`src/rtl/data_memory_controller.sv`:
```
// rtl/data_memory_controller.sv - two-port sized load/store sequencer for the 64-byte data memory
// Optional feature macro: DMC_ROUND_ROBIN_EN (round-robin arbitration; fixed port-0 priority when undefined)
module data_memory_controller #(
  parameter int MEM_BYTES = 64,
  parameter int ADDR_W    = 64
) (
  input  logic              clock,
  input  logic              reset,
  input  logic              p0_req,
  input  logic              p0_we,
  input  logic [1:0]        p0_size,
  input  logic              p0_unsigned,
  input  logic [ADDR_W-1:0] p0_addr,
  input  logic [63:0]       p0_wdata,
  output logic              p0_done,
  output logic              p0_err,
  output logic [63:0]       p0_rdata,
  input  logic              p1_req,
  input  logic              p1_we,
  input  logic [1:0]        p1_size,
  input  logic              p1_unsigned,
  input  logic [ADDR_W-1:0] p1_addr,
  input  logic [63:0]       p1_wdata,
  output logic              p1_done,
  output logic              p1_err,
  output logic [63:0]       p1_rdata,
  output logic [ADDR_W-1:0] Memory_Address,
  output logic [63:0]       Write_Data,
  output logic              MemWrite,
  output logic              MemRead,
  input  logic [63:0]       Read_Data
);

  typedef enum logic [2:0] {IDLE, CHECK, READ, WRITE, RESP} state_t;

  state_t state, state_next;

  // Fields of the transaction in flight, latched at grant
  logic              cur_port;
  logic              cur_we;
  logic              cur_uns;
  logic [1:0]        cur_size;
  logic [ADDR_W-1:0] cur_addr;
  logic [63:0]       cur_wdata;
  logic              cur_err;
  logic [63:0]       line;

  logic              grant_valid;
  logic              grant_port;
  logic [3:0]        nbytes;
  logic              misaligned;
  logic [ADDR_W:0]   end_addr;
  logic              chk_err;
  logic [63:0]       merged;
  logic [63:0]       shifted;
  logic [63:0]       extended;
  logic [63:0]       load_data;

`ifdef DMC_ROUND_ROBIN_EN
  // Port that wins the next simultaneous request: the one not granted last
  logic prefer;

  // Arbitration: alternate between ports when both are requesting
  always_comb begin
    grant_valid = p0_req | p1_req;
    grant_port  = 1'b0;
    if (p0_req && p1_req) grant_port = prefer;
    else if (p1_req)      grant_port = 1'b1;
  end

  // Round-robin pointer moves at every grant
  always_ff @(posedge clock) begin
    if (reset)                          prefer <= 1'b0;
    else if (state == IDLE && grant_valid) prefer <= ~grant_port;
  end
`else
  // Arbitration: port 0 always wins, port 1 only when port 0 is quiet
  always_comb begin
    grant_valid = p0_req | p1_req;
    grant_port  = ~p0_req;
  end
`endif

  // Alignment and range check on the latched request; the sum is one bit wider so top-of-space addresses cannot wrap
  always_comb begin
    nbytes     = 4'd1 << cur_size;
    misaligned = (cur_addr[2:0] & (nbytes[2:0] - 3'd1)) != 3'd0;
    end_addr   = {1'b0, cur_addr} + {{(ADDR_W-3){1'b0}}, nbytes};
    chk_err    = misaligned || (end_addr > (ADDR_W+1)'(MEM_BYTES));
  end

  // State register
  always_ff @(posedge clock) begin
    if (reset) state <= IDLE;
    else       state <= state_next;
  end

  // Next-state logic and memory strobes, decoded from the state only
  always_comb begin
    state_next = state;
    MemRead    = 1'b0;
    MemWrite   = 1'b0;
    case (state)
      IDLE:  if (grant_valid) state_next = CHECK;
      CHECK: begin
        if (chk_err)                        state_next = RESP;
        else if (cur_we && cur_size == 2'd3) state_next = WRITE;
        else                                state_next = READ;
      end
      READ: begin
        MemRead    = 1'b1;
        state_next = cur_we ? WRITE : RESP;
      end
      WRITE: begin
        MemWrite   = 1'b1;
        state_next = RESP;
      end
      RESP:    state_next = IDLE;
      default: state_next = IDLE;
    endcase
  end

  // Latch the winner at grant, the check result in CHECK and the memory line in READ
  always_ff @(posedge clock) begin
    if (reset) begin
      cur_port  <= 1'b0;
      cur_we    <= 1'b0;
      cur_uns   <= 1'b0;
      cur_size  <= 2'd0;
      cur_addr  <= '0;
      cur_wdata <= '0;
      cur_err   <= 1'b0;
      line      <= '0;
    end else begin
      case (state)
        IDLE: if (grant_valid) begin
          cur_port  <= grant_port;
          cur_we    <= grant_port ? p1_we       : p0_we;
          cur_uns   <= grant_port ? p1_unsigned : p0_unsigned;
          cur_size  <= grant_port ? p1_size     : p0_size;
          cur_addr  <= grant_port ? p1_addr     : p0_addr;
          cur_wdata <= grant_port ? p1_wdata    : p0_wdata;
          cur_err   <= 1'b0;
        end
        CHECK: cur_err <= chk_err;
        READ:  line    <= Read_Data;
        default: ;
      endcase
    end
  end

  // Byte-lane merge: lanes covered by the access take store data, the rest keep the line; sd covers all lanes
  always_comb begin
    logic [3:0] idx;
    logic [3:0] lane;
    merged = line;
    idx    = 4'd0;
    lane   = 4'd0;
    for (int i = 0; i < 8; i++) begin
      idx  = i[3:0];
      lane = idx - {1'b0, cur_addr[2:0]};
      if (idx >= {1'b0, cur_addr[2:0]} && idx < ({1'b0, cur_addr[2:0]} + nbytes))
        merged[i*8 +: 8] = cur_wdata[{lane[2:0], 3'b000} +: 8];
    end
  end

  // Load extraction: shift the addressed bytes down, then zero- or sign-extend from the access size
  always_comb begin
    shifted = line >> {cur_addr[2:0], 3'b000};
    case (cur_size)
      2'd0:    extended = cur_uns ? {56'd0, shifted[7:0]}  : {{56{shifted[7]}},  shifted[7:0]};
      2'd1:    extended = cur_uns ? {48'd0, shifted[15:0]} : {{48{shifted[15]}}, shifted[15:0]};
      2'd2:    extended = cur_uns ? {32'd0, shifted[31:0]} : {{32{shifted[31]}}, shifted[31:0]};
      default: extended = shifted;
    endcase
    load_data = (cur_we || cur_err) ? 64'd0 : extended;
  end

  // Memory-side address/data and per-port responses; all quiet outside their states
  always_comb begin
    Memory_Address = (state == IDLE) ? '0 : {cur_addr[ADDR_W-1:3], 3'b000};
    Write_Data     = (state == WRITE) ? merged : 64'd0;
    p0_done        = (state == RESP) && !cur_port;
    p1_done        = (state == RESP) &&  cur_port;
    p0_err         = p0_done && cur_err;
    p1_err         = p1_done && cur_err;
    p0_rdata       = p0_done ? load_data : 64'd0;
    p1_rdata       = p1_done ? load_data : 64'd0;
  end

endmodule
```
`config.mk`:
```
export PLATFORM = sky130hd
export DESIGN_NAME = data_memory_controller
export DESIGN_NICKNAME = d
export VERILOG_FILES = /design/src/rtl/data_memory_controller.sv
export SDC_FILE = /design/constraint.sdc
export NUM_CORES = 1
export LEC_CHECK = 0
export CAP_MARGIN = 20
export CORE_AREA = 2 2 234 236
export CTS_BUF_LIST = sky130_fd_sc_hd__clkbuf_4 sky130_fd_sc_hd__clkbuf_8 sky130_fd_sc_hd__clkbuf_16
export DETAILED_ROUTE_END_ITERATION = 8
export DIE_AREA = 0 0 236 238
export GPL_ROUTABILITY_DRIVEN = 0
export PLACE_DENSITY_LB_ADDON = 0.25
export SYNTH_ARGS = -nofsm -noshare
export SYNTH_HDL_FRONTEND = slang
export SYNTH_SLANG_ARGS = --single-unit
```
`constraint.sdc`:
```
create_clock -name clock -period 13.1 [get_ports clock]
set_clock_uncertainty 0.2 [all_clocks]
set_input_delay 1.965 -clock clock [delete_from_list [all_inputs] [get_ports clock]]
set_output_delay 1.965 -clock clock [all_outputs]
set_load 0.03 [all_outputs]
```
==> metrics, run 1 <==
antenna violations before repair=7; largest net degree at the start of global routing=99; global route overflow=0; DRC=0; share of layout cells above drive strength 1=between 7 and 8%; metal3 WL=6.92 mm; CTS sink count=201; wire length on met2=36.0 mm; Synth top area share=between 20% and 30%; row count=between 80 and 90; clock slew at reported path FFs=~0.060 ns; Yosys cell types=about 80; most frequent cells in the layout=588 x clkdlybuf4s50_1, 392 x nor2_1, 273 x nand2_1; Final min period=a little over 8 ns; CP required=between 10 and 15 ns; post-synthesis mux area share=approximately a quarter; die area=roughly 56000 um2; Worst-Skew Late Latency=~0.58 ns; num ports=594; Simple-Gate Fraction of Synth Area=~25%; Seq/Total Area, Yosys=24.4%; RSZ-0062 raised after global routing=no; IO buf count=590; hold path cells=2; final net count=between 2000 and 3000; Setup Buffers After CTS=0; hpwl dp=around 63 mm; min-delay worst type=reg -> reg; vias in the first global route=17400; hold_buf cts=0; core area=53500 um2; Vias/cell=about 5.6; DIE HEIGHT=between 200 and 250 um; final wirelength=78.8 mm; syn avg cell area=~7.7 um2; P_leak=between 8 and 9 nW; Power per Cell Area=approximately 110 nW/um2; Synth Area in XOR/XNOR=approximately 1.4%; post_cts resized=0; CTS Root Cell=clkbuf_16; Initial Utilization=between 30% and 40%; maximum vdd drop=around 100 uV; die width=around 240 um; post-route ant nets=0; top sig layer=met5; Post-synth ARST share=0%; CTS tree=done; via count=about 19000; total track usage=~27%; Final period util=62.8%; Worst EP arrival=between 6 and 7 ns; Iter 0 DRT Violations=just over 2000; status=finished, final reports clean; CP Launch Type=register; max-slew violation count=0; cell area after synthesis=~17000 um2; H-tree depth=1; R2R depth=12; ys flop type=dfxtp_1; Synth Area in Adders=between 1 and 1.5%; Initial DRT Pass Iterations=8; largest family of logic cells by synthesized area=simple AND/OR/NAND/NOR gates; Final Hold Viols=0; CTS Buf Count=27; Crit Path Category=reg -> out; commonest non-fill, non-tap cell in the layout=clkdlybuf4s50_1; Placement Cell Area=22700 um2; worst slack at placement=~5.6 ns; Layout area overhead=43.3%; WL/cell=23.8 um; Longest Clk Path Bufs=3; Post-synth EDFFs=0; ranking of synthesized cells by area=dfxtp_1 24%, mux2i_1 13%, mux4_2 9.5%; crit path max fanout=27; Yosys warning count=0; Max Cap Violations=0; synthesis-stage register bit count=201; first-pass GRT wire length=about 110 mm; Critical Path Sink Type=primary output; Compound-Gate Fraction of Synth Area=roughly a fifth; met1 wire length=between 30 and 40 mm; final instance area=23700 um2; setup TNS=0 ns; FMAX=roughly 120 MHz; Synth area leader=dfxtp_1; setup ws final=about 5 ns; Worst-Margin Slew=1.11 ns; Rel. slew slack=a little over a quarter; Final setup viols=0; Cells after Synth=approximately 2200
## where the power goes
group          internal [mW]  switching (mW)  leakage, nW  total (mW)
Combinational          0.440           0.614         6.22        1.05
Sequential             0.677           0.135         1.66       0.812
Clock                  0.451           0.309        0.451       0.761
Total                   1.57            1.06         8.33        2.63
## cells by family after synthesis
| group | after synthesis |
|---|---|
| adders and majority gates | 15 |
| xor gates and xnor gates | 26 |
| muxes | 303 |
| DFF | 201 |
| AOI/OAI and AO/OA | 466 |
| other | 1 |
| and+or+nand+nor | 921 |
| buffers and inverters | 222 |
## critical path: stages (launching register included)
cell and delay (ns):
dfxtp_1 0.57, nand2_1 0.80, clkinv_1 0.83, xnor2_2 1.04, a31oi_1 0.11, a31oi_2 0.82, nor2_1 0.08, a311oi_1 0.45
clkdlybuf4s50_1 0.76
## synthesized netlist by cell type, types with 3 or more instances
library cell / number
nand4_1: 25
dfxtp_1: 201
o31a_1: 6
and3_1: 6
mux2_2: 19
nand3b_1: 4
and2_1: 33
nor2b_1: 55
nor4_2: 3
nor2_1: 392
ha_1: 15
o21a_1: 3
a311oi_1: 24
o2111ai_1: 6
o31ai_1: 8
a211oi_1: 173
clkbuf_1: 146
buf_6: 3
mux2i_1: 214
nand2_1: 273
or3_1: 3
buf_2: 17
o22ai_1: 5
nand2b_1: 3
nand4b_1: 3
o21ai_0: 34
nand3_1: 36
a21oi_1: 157
mux4_2: 70
nor3_1: 36
or4_1: 6
o211ai_1: 4
xnor2_1: 21
nor4_1: 19
a31oi_1: 7
buf_4: 4
a21o_1: 8
buf_1: 28
xor2_1: 5
clkbuf_2: 3
or2_2: 4
inv_1: 20
a31o_2: 6
## state kept, by name (all words and copies together), names as in the netlist, 2 cells and up
signal,cells
cur_addr,64
cur_wdata,64
line,64
state,3
cur_size,2
## metrics by stage
step / total power, mW / util, % / cells / hold WS (ns)
floorplan: 1.45 / - / 2157 / 0.247
global placement: 1.83 / 42.4 / 3261 / 0.300
detailed placement: 1.85 / 42.4 / 3261 / 0.296
CTS: 2.62 / 44.0 / 3308 / 0.305
global route: 2.75 / 44.2 / 3314 / 0.320
finish: 2.63 / 44.2 / 3314 / 0.301
## area by class of cell
type | count | area, um2
diodes | 3 | 7.51
clock buffers | 36 | 768
clock inverters | 11 | 128
fillers | 5293 | 29800
inverters | 21 | 78.8
multi-input cells | 1734 | 11600
flip-flops and latches | 201 | 4030
well taps | 696 | 871
repair buffers | 612 | 6130
## final timing paths
| check | endpoint | slack (ns) | start |
|---|---|---|---|
| max | Write_Data[50] | 4.88 | cur_size[1] |
| max reg2reg | cur_err | 7.11 | cur_size[1] |
| min | line[12] | 0.30 | line[12] |
| min reg2reg | line[12] | 0.30 | line[12] |
## routing by layer
| metal | vias up | GRT usage (%) |
|---|---|---|
| li1 | 8673 | - |
| met1 | 8794 | 34.7 |
| met2 | 984 | 43.8 |
| met3 | 175 | 5.63 |
| met4 | 6 | 9.81 |
| met5 | - | 0 |
Power figures use the tool's default switching activity.
==> inputs of run 2 (changes only) <==
CORE_AREA = 2 2 233 235   (was 2 2 234 236)
DIE_AREA = 0 0 235 237   (was 0 0 236 238)
clock period = 7.25 ns   (was 13.1 ns; I/O delays follow)
==> run 2 against run 1 <==
- non-clock buffer count grew 5
- critical endpoint is now Write_Data[21]
- hold slack lost 0.013 ns
- sequential cell count is the same
- highest routed layer is now met4
- largest power group unchanged
- combinational power grew 79%
- register-to-register slack lost 4.9 ns
==> metrics, run 2 (synthesized netlist as in run 1, its figures left out) <==
post-route ant nets=0 (unchanged); hold path cells=2 (unchanged); Initial Utilization=31.0% (+0.12 points); Final min period=roughly 6.4 ns; WL/cell=23.0 um (-3.2%); CP Launch Type=register; P_leak=8.36 nW (+0.40%); top flop regs=cur_addr: 64 flops, cur_wdata: 64 flops, line: 64 flops; metal3 WL=6.14 mm (-11%); hold_buf cts=0 (unchanged); Max Cap Violations=0 (unchanged); share of layout cells above drive strength 1=7.75% (+0.062 points); Longest Clk Path Bufs=3 (unchanged); global route overflow=0 (unchanged); max-slew violation count=0 (unchanged); Worst-Margin Slew=1.15 ns (+0.0451 ns); Final Util=44.5% (+0.29 points); DRC=0 (unchanged); core area=53300 um2 (-0.40%); Final setup viols=0 (unchanged); Layout area overhead=43.6%; Vias/cell=5.59 (-0.63%); CTS Buf Count=26 (-3.7%); Iter 0 DRT Violations=2110 (+3.5%); Worst-Skew Late Latency=0.57 ns (about the same); setup TNS=0 ns (unchanged); hpwl dp=60.4 mm (-3.5%); RSZ-0062 raised after global routing=no; Final period util=between 80% and 90%; wire length on met2=35.3 mm (-1.9%); Fin Hold WS=0.287 ns (-0.0135 ns); Crit Path Category=reg -> out; Critical Path Sink Type=primary output; CTS tree=done; R2R depth=13 (+1); die width=235 um (-0.42%); Setup Buffers After CTS=0 (unchanged); DIE HEIGHT=237 um (-0.42%); Final Hold Viols=0 (unchanged); clock slew at reported path FFs=0.07 ns (about the same); FMAX=around 160 MHz; row count=85 (unchanged); Rel. slew slack=23.0% (-3.0 points); commonest non-fill, non-tap cell in the layout=clkdlybuf4s50_1; top sig layer=met4; largest net degree at the start of global routing=252 (+150%); CTS sink count=201 (unchanged); num ports=594 (unchanged); Worst EP arrival=5.11 ns (-0.95 ns); IO buf count=590 (unchanged); CP required=5.96 ns (-4.97 ns); Initial DRT Pass Iterations=6 (-2); total track usage=26.0% (-0.77 points); met1 wire length=32.6 mm (-0.51%); first-pass GRT wire length=111 mm (-2.6%); die area=55700 um2 (-0.84%); status=finished, final reports clean; maximum vdd drop=203 uV (+99%); H-tree depth=1 (unchanged); antenna violations before repair=5 (-2); CTS Root Cell=clkbuf_16; final net count=2948 (+0.14%); min-delay worst type=reg -> reg; vias in the first global route=17200 (-1.2%); fillers=5268 (-0.47%); post_cts resized=0 (unchanged); most frequent cells in the layout=588 x clkdlybuf4s50_1, 392 x nor2_1, 273 x nand2_1; final wirelength=76.5 mm (-3.0%); via count=18600 (-0.42%); crit path max fanout=22 (-19%); Power per Cell Area=199 nW/um2 (+79%)
## run 2: changes by cell type in the layout (fill, tap and decap cells not counted), sizes merged
cell      delta
buf          +5
diode        +2
inv          -2
bufinv       +1
clkbuf       +1
clkinv       +1
clkinvlp     -1
## run 2: layout make-up
class	count	area [um2]	area share (%)
Antenna cell	5	12.5	0.0528
Clock buffer	37	758	3.20
Clock inverter	10	148	0.623
Inverter	21	78.8	0.332
Multi-Input combinational cell	1734	11600	49.0
Sequential cell	201	4030	17.0
Tap cell	696	871	3.67
Timing Repair Buffer	617	6200	26.1
## run 2: final timing paths
| kind | from | to | slack (ns) |
|---|---|---|---|
| max | cur_size[0] | Write_Data[21] | 0.85 |
| min | line[10] | line[10] | 0.29 |
| max reg2reg | cur_size[1] | cur_err | 2.26 |
| min reg2reg | line[10] | line[10] | 0.29 |
## run 2: critical path: stages (launching register included)
cell	delay, ns
dfxtp_1	0.43
nor2_1	0.30
ha_1	0.27
nand2_1	0.10
a21oi_1	0.29
a21oi_1	0.21
xnor2_2	0.82
nor2_1	0.16
a21oi_1	0.26
buf_4	0.25
nor2_1	0.06
a311oi_1	0.60
clkdlybuf4s50_1	0.81
## run 2: power by group
| group | total, mW | internal [mW] | leakage (nW) | switching (mW) |
|---|---|---|---|---|
| combinational | 1.88 | 0.803 | 6.25 | 1.08 |
| clock | 1.38 | 0.837 | 0.455 | 0.542 |
| sequential | 1.46 | 1.22 | 1.66 | 0.236 |
| total | 4.72 | 2.86 | 8.36 | 1.85 |
## run 2: through the flow
stage	total power, mW	setup WS (ns)	instances	area (um2)
after global routing	4.93	0.393	3321	23700
after detailed placement	3.33	1.46	3265	22700
after CTS	4.71	0.859	3312	23600
after global placement	3.29	1.57	3265	22700
final	4.72	0.853	3321	23700
after floorplan	2.62	1.64	2157	16500
## run 2: metal layers
layer	up-vias	GRT usage, %
met5	-	0
met4	0	8.76
met3	130	3.67
met2	1002	42.5
met1	8743	35.2
li1	8679	-
==> inputs of run 3 (changes only) <==
CTS_BUF_LIST = unset   (was sky130_fd_sc_hd__clkbuf_4 sky130_fd_sc_hd__clkbuf_8 sky130_fd_sc_hd__clkbuf_16)
==> run 3 against run 2 <==
- clock power about the same
- non-clock buffer count unchanged
- via count increased by 0.10%
- final cell count unchanged
- sequential power about the same
- total power decreased by 0.61%
- worst setup slack improved by 0.043 ns
- critical path depth unchanged
- register-to-register slack about the same
- final area decreased by 0.11%
- hold slack got worse by 0.00079 ns
- first-iteration DRC count increased by 3.0%
==> metrics, run 3 (synthesized netlist as in run 1, its figures left out) <==
status=finished, final reports clean; commonest non-fill, non-tap cell in the layout=clkdlybuf4s50_1; hold_buf cts=0 (unchanged); Worst-Skew Late Latency=0.57 ns (about the same); via count=18600 (+0.10%); P_leak=8.34 nW (-0.29%); post-route ant nets=0 (unchanged); reg2reg setup slack=2.27 ns (about the same); min-delay worst type=reg -> reg; Iter 0 DRT Violations=2173 (+3.0%); WL/cell=23.0 um (about the same); Clk pwr share=28.8% (-0.4 points); CP Launch Point=cur_size[0]; clock slew at reported path FFs=0.07 ns (about the same); sequential share of power=31.1% (+0.2 points); die width=235 um (unchanged); Longest Clk Path Bufs=3 (unchanged); CP required=5.96 ns (about the same); max-slew violation count=0 (unchanged); RSZ-0062 raised after global routing=no; first-pass GRT wire length=111 mm (about the same); Switching Share=39.5% (+0.18 points); met2 GRT Util=42.5% (+0.045 points); core area=53300 um2 (unchanged); Initial Utilization=31.0% (unchanged); share of layout cells above drive strength 1=7.48% (-0.27 points); Power Total=4.69 mW (-0.61%); hpwl dp=60.4 mm (unchanged); Comb power frac=40.1% (+0.3 points); Crit Path Category=reg -> out; post_cts resized=0 (unchanged); Most Crowded Layer GR=met2; sw power=1.85 mW (-0.15%); setup TNS=0 ns (unchanged); Final period util=87.6% (-0.59 points); Final min period=6.35 ns (-0.0428 ns); Max Cap Violations=0 (unchanged); internal power=2.84 mW (-0.90%); IO buf count=590 (unchanged); Initial DRT Pass Iterations=5 (-1); Critical Path Sink Type=primary output; maximum vdd drop=201 uV (-1.0%); routing usage on met1=35.1% (-0.058 points); Layout area overhead=43.5%; final net count=2948 (unchanged); largest net degree at the start of global routing=252 (unchanged); global route overflow=0 (unchanged); Vias/cell=5.59 (+0.10%); placed insts=3265 (unchanged); Rel. slew slack=24.5% (+1.5 points); total track usage=26.0% (about the same); crit path max fanout=22 (unchanged); Worst EP arrival=5.07 ns (-0.04 ns); FMAX=157 MHz (+0.67%); row count=85 (unchanged); final wirelength=76.5 mm (about the same); R2R depth=13 (unchanged); CP Launch Type=register; CTS Root Cell=clkbuf_16; M3 GR Usage=3.71% (+0.035 points); reg2reg end=cur_err; Fin Hold WS=0.287 ns (-0.000787 ns); CTS Buf Count=26 (unchanged); Worst Setup EP=Write_Data[21]; CTS tree=done; DRC=0 (unchanged); Power per Cell Area=198 nW/um2 (-0.50%); top flop regs=cur_addr: 64 flops, cur_wdata: 64 flops, line: 64 flops; Worst-Margin Slew=1.13 ns (-0.0230 ns); Final Hold Viols=0 (unchanged); Setup Buffers After CTS=0 (unchanged); DIE HEIGHT=237 um (unchanged); antenna violations before repair=5 (unchanged); die area=55700 um2 (unchanged); Final setup viols=0 (unchanged); CTS sink count=201 (unchanged); num ports=594 (unchanged); Cell Count, Final, Fillers Out=3321 (unchanged); H-tree depth=1 (unchanged); most frequent cells in the layout=588 x clkdlybuf4s50_1, 392 x nor2_1, 273 x nand2_1; vias in the first global route=17200 (+0.035%); worst reg2reg path startpoint=cur_size[1]
run 3: through the flow:
stage | area [um2] | utilization, % | setup WS (ns)
floorplan | 16500 | - | 1.64
global placement | 22700 | 42.6 | 1.57
detailed placement | 22700 | 42.6 | 1.46
CTS | 23600 | 44.2 | 0.861
global route | 23700 | 44.5 | 0.408
finish | 23700 | 44.5 | 0.895
run 3: how the worst min path moves through the flow:
stage | start | to | slack [ns] | cells past startpoint
6_report | line[10] | line[10] | 0.29 | 2
5_1_grt | line[10] | line[10] | 0.31 | 2
4_1_cts | line[10] | line[10] | 0.29 | 2
3_5_place_dp | line[10] | line[10] | 0.28 | 2
3_3_place_gp | line[13] | line[13] | 0.27 | 2
2_1_floorplan | line[1] | line[1] | 0.25 | 2
run 3: area by class of cell:
type / count / area (um2)
fill: 5271 / 29600
antenna: 5 / 12.5
clock buffer: 37 / 732
tap: 696 / 871
clock inverter: 10 / 148
multi-input combinational: 1734 / 11600
sequential: 201 / 4030
inverter: 21 / 78.8
timing repair buffer: 617 / 6200
run 3: power groups by stage:
stage               sequential (mW)  clock [mW]  combinational (mW)
global route                   1.48        1.42                2.01
detailed placement             1.48           0                1.85
CTS                            1.45        1.37                1.85
global placement               1.46           0                1.83
floorplan                      1.34           0                1.28
finish                         1.46        1.35                1.88
run 3: layer usage:
metal | wire, um | share of wire, %
met1 | 32800 | 43
met4 | 2500 | 3.3
met5 | 0 | 0
met2 | 35200 | 46
met3 | 6030 | 7.9
run 3: critical path: stages, from the launching register on:
cell and delay (ns):
dfxtp_1 0.43, nor2_1 0.30, ha_1 0.27, nand2_1 0.10
a21oi_1 0.29, a21oi_1 0.21, xnor2_2 0.81, nor2_1 0.16
a21oi_1 0.26, buf_4 0.25, nor2_1 0.06, a311oi_1 0.57
clkdlybuf4s50_1 0.81
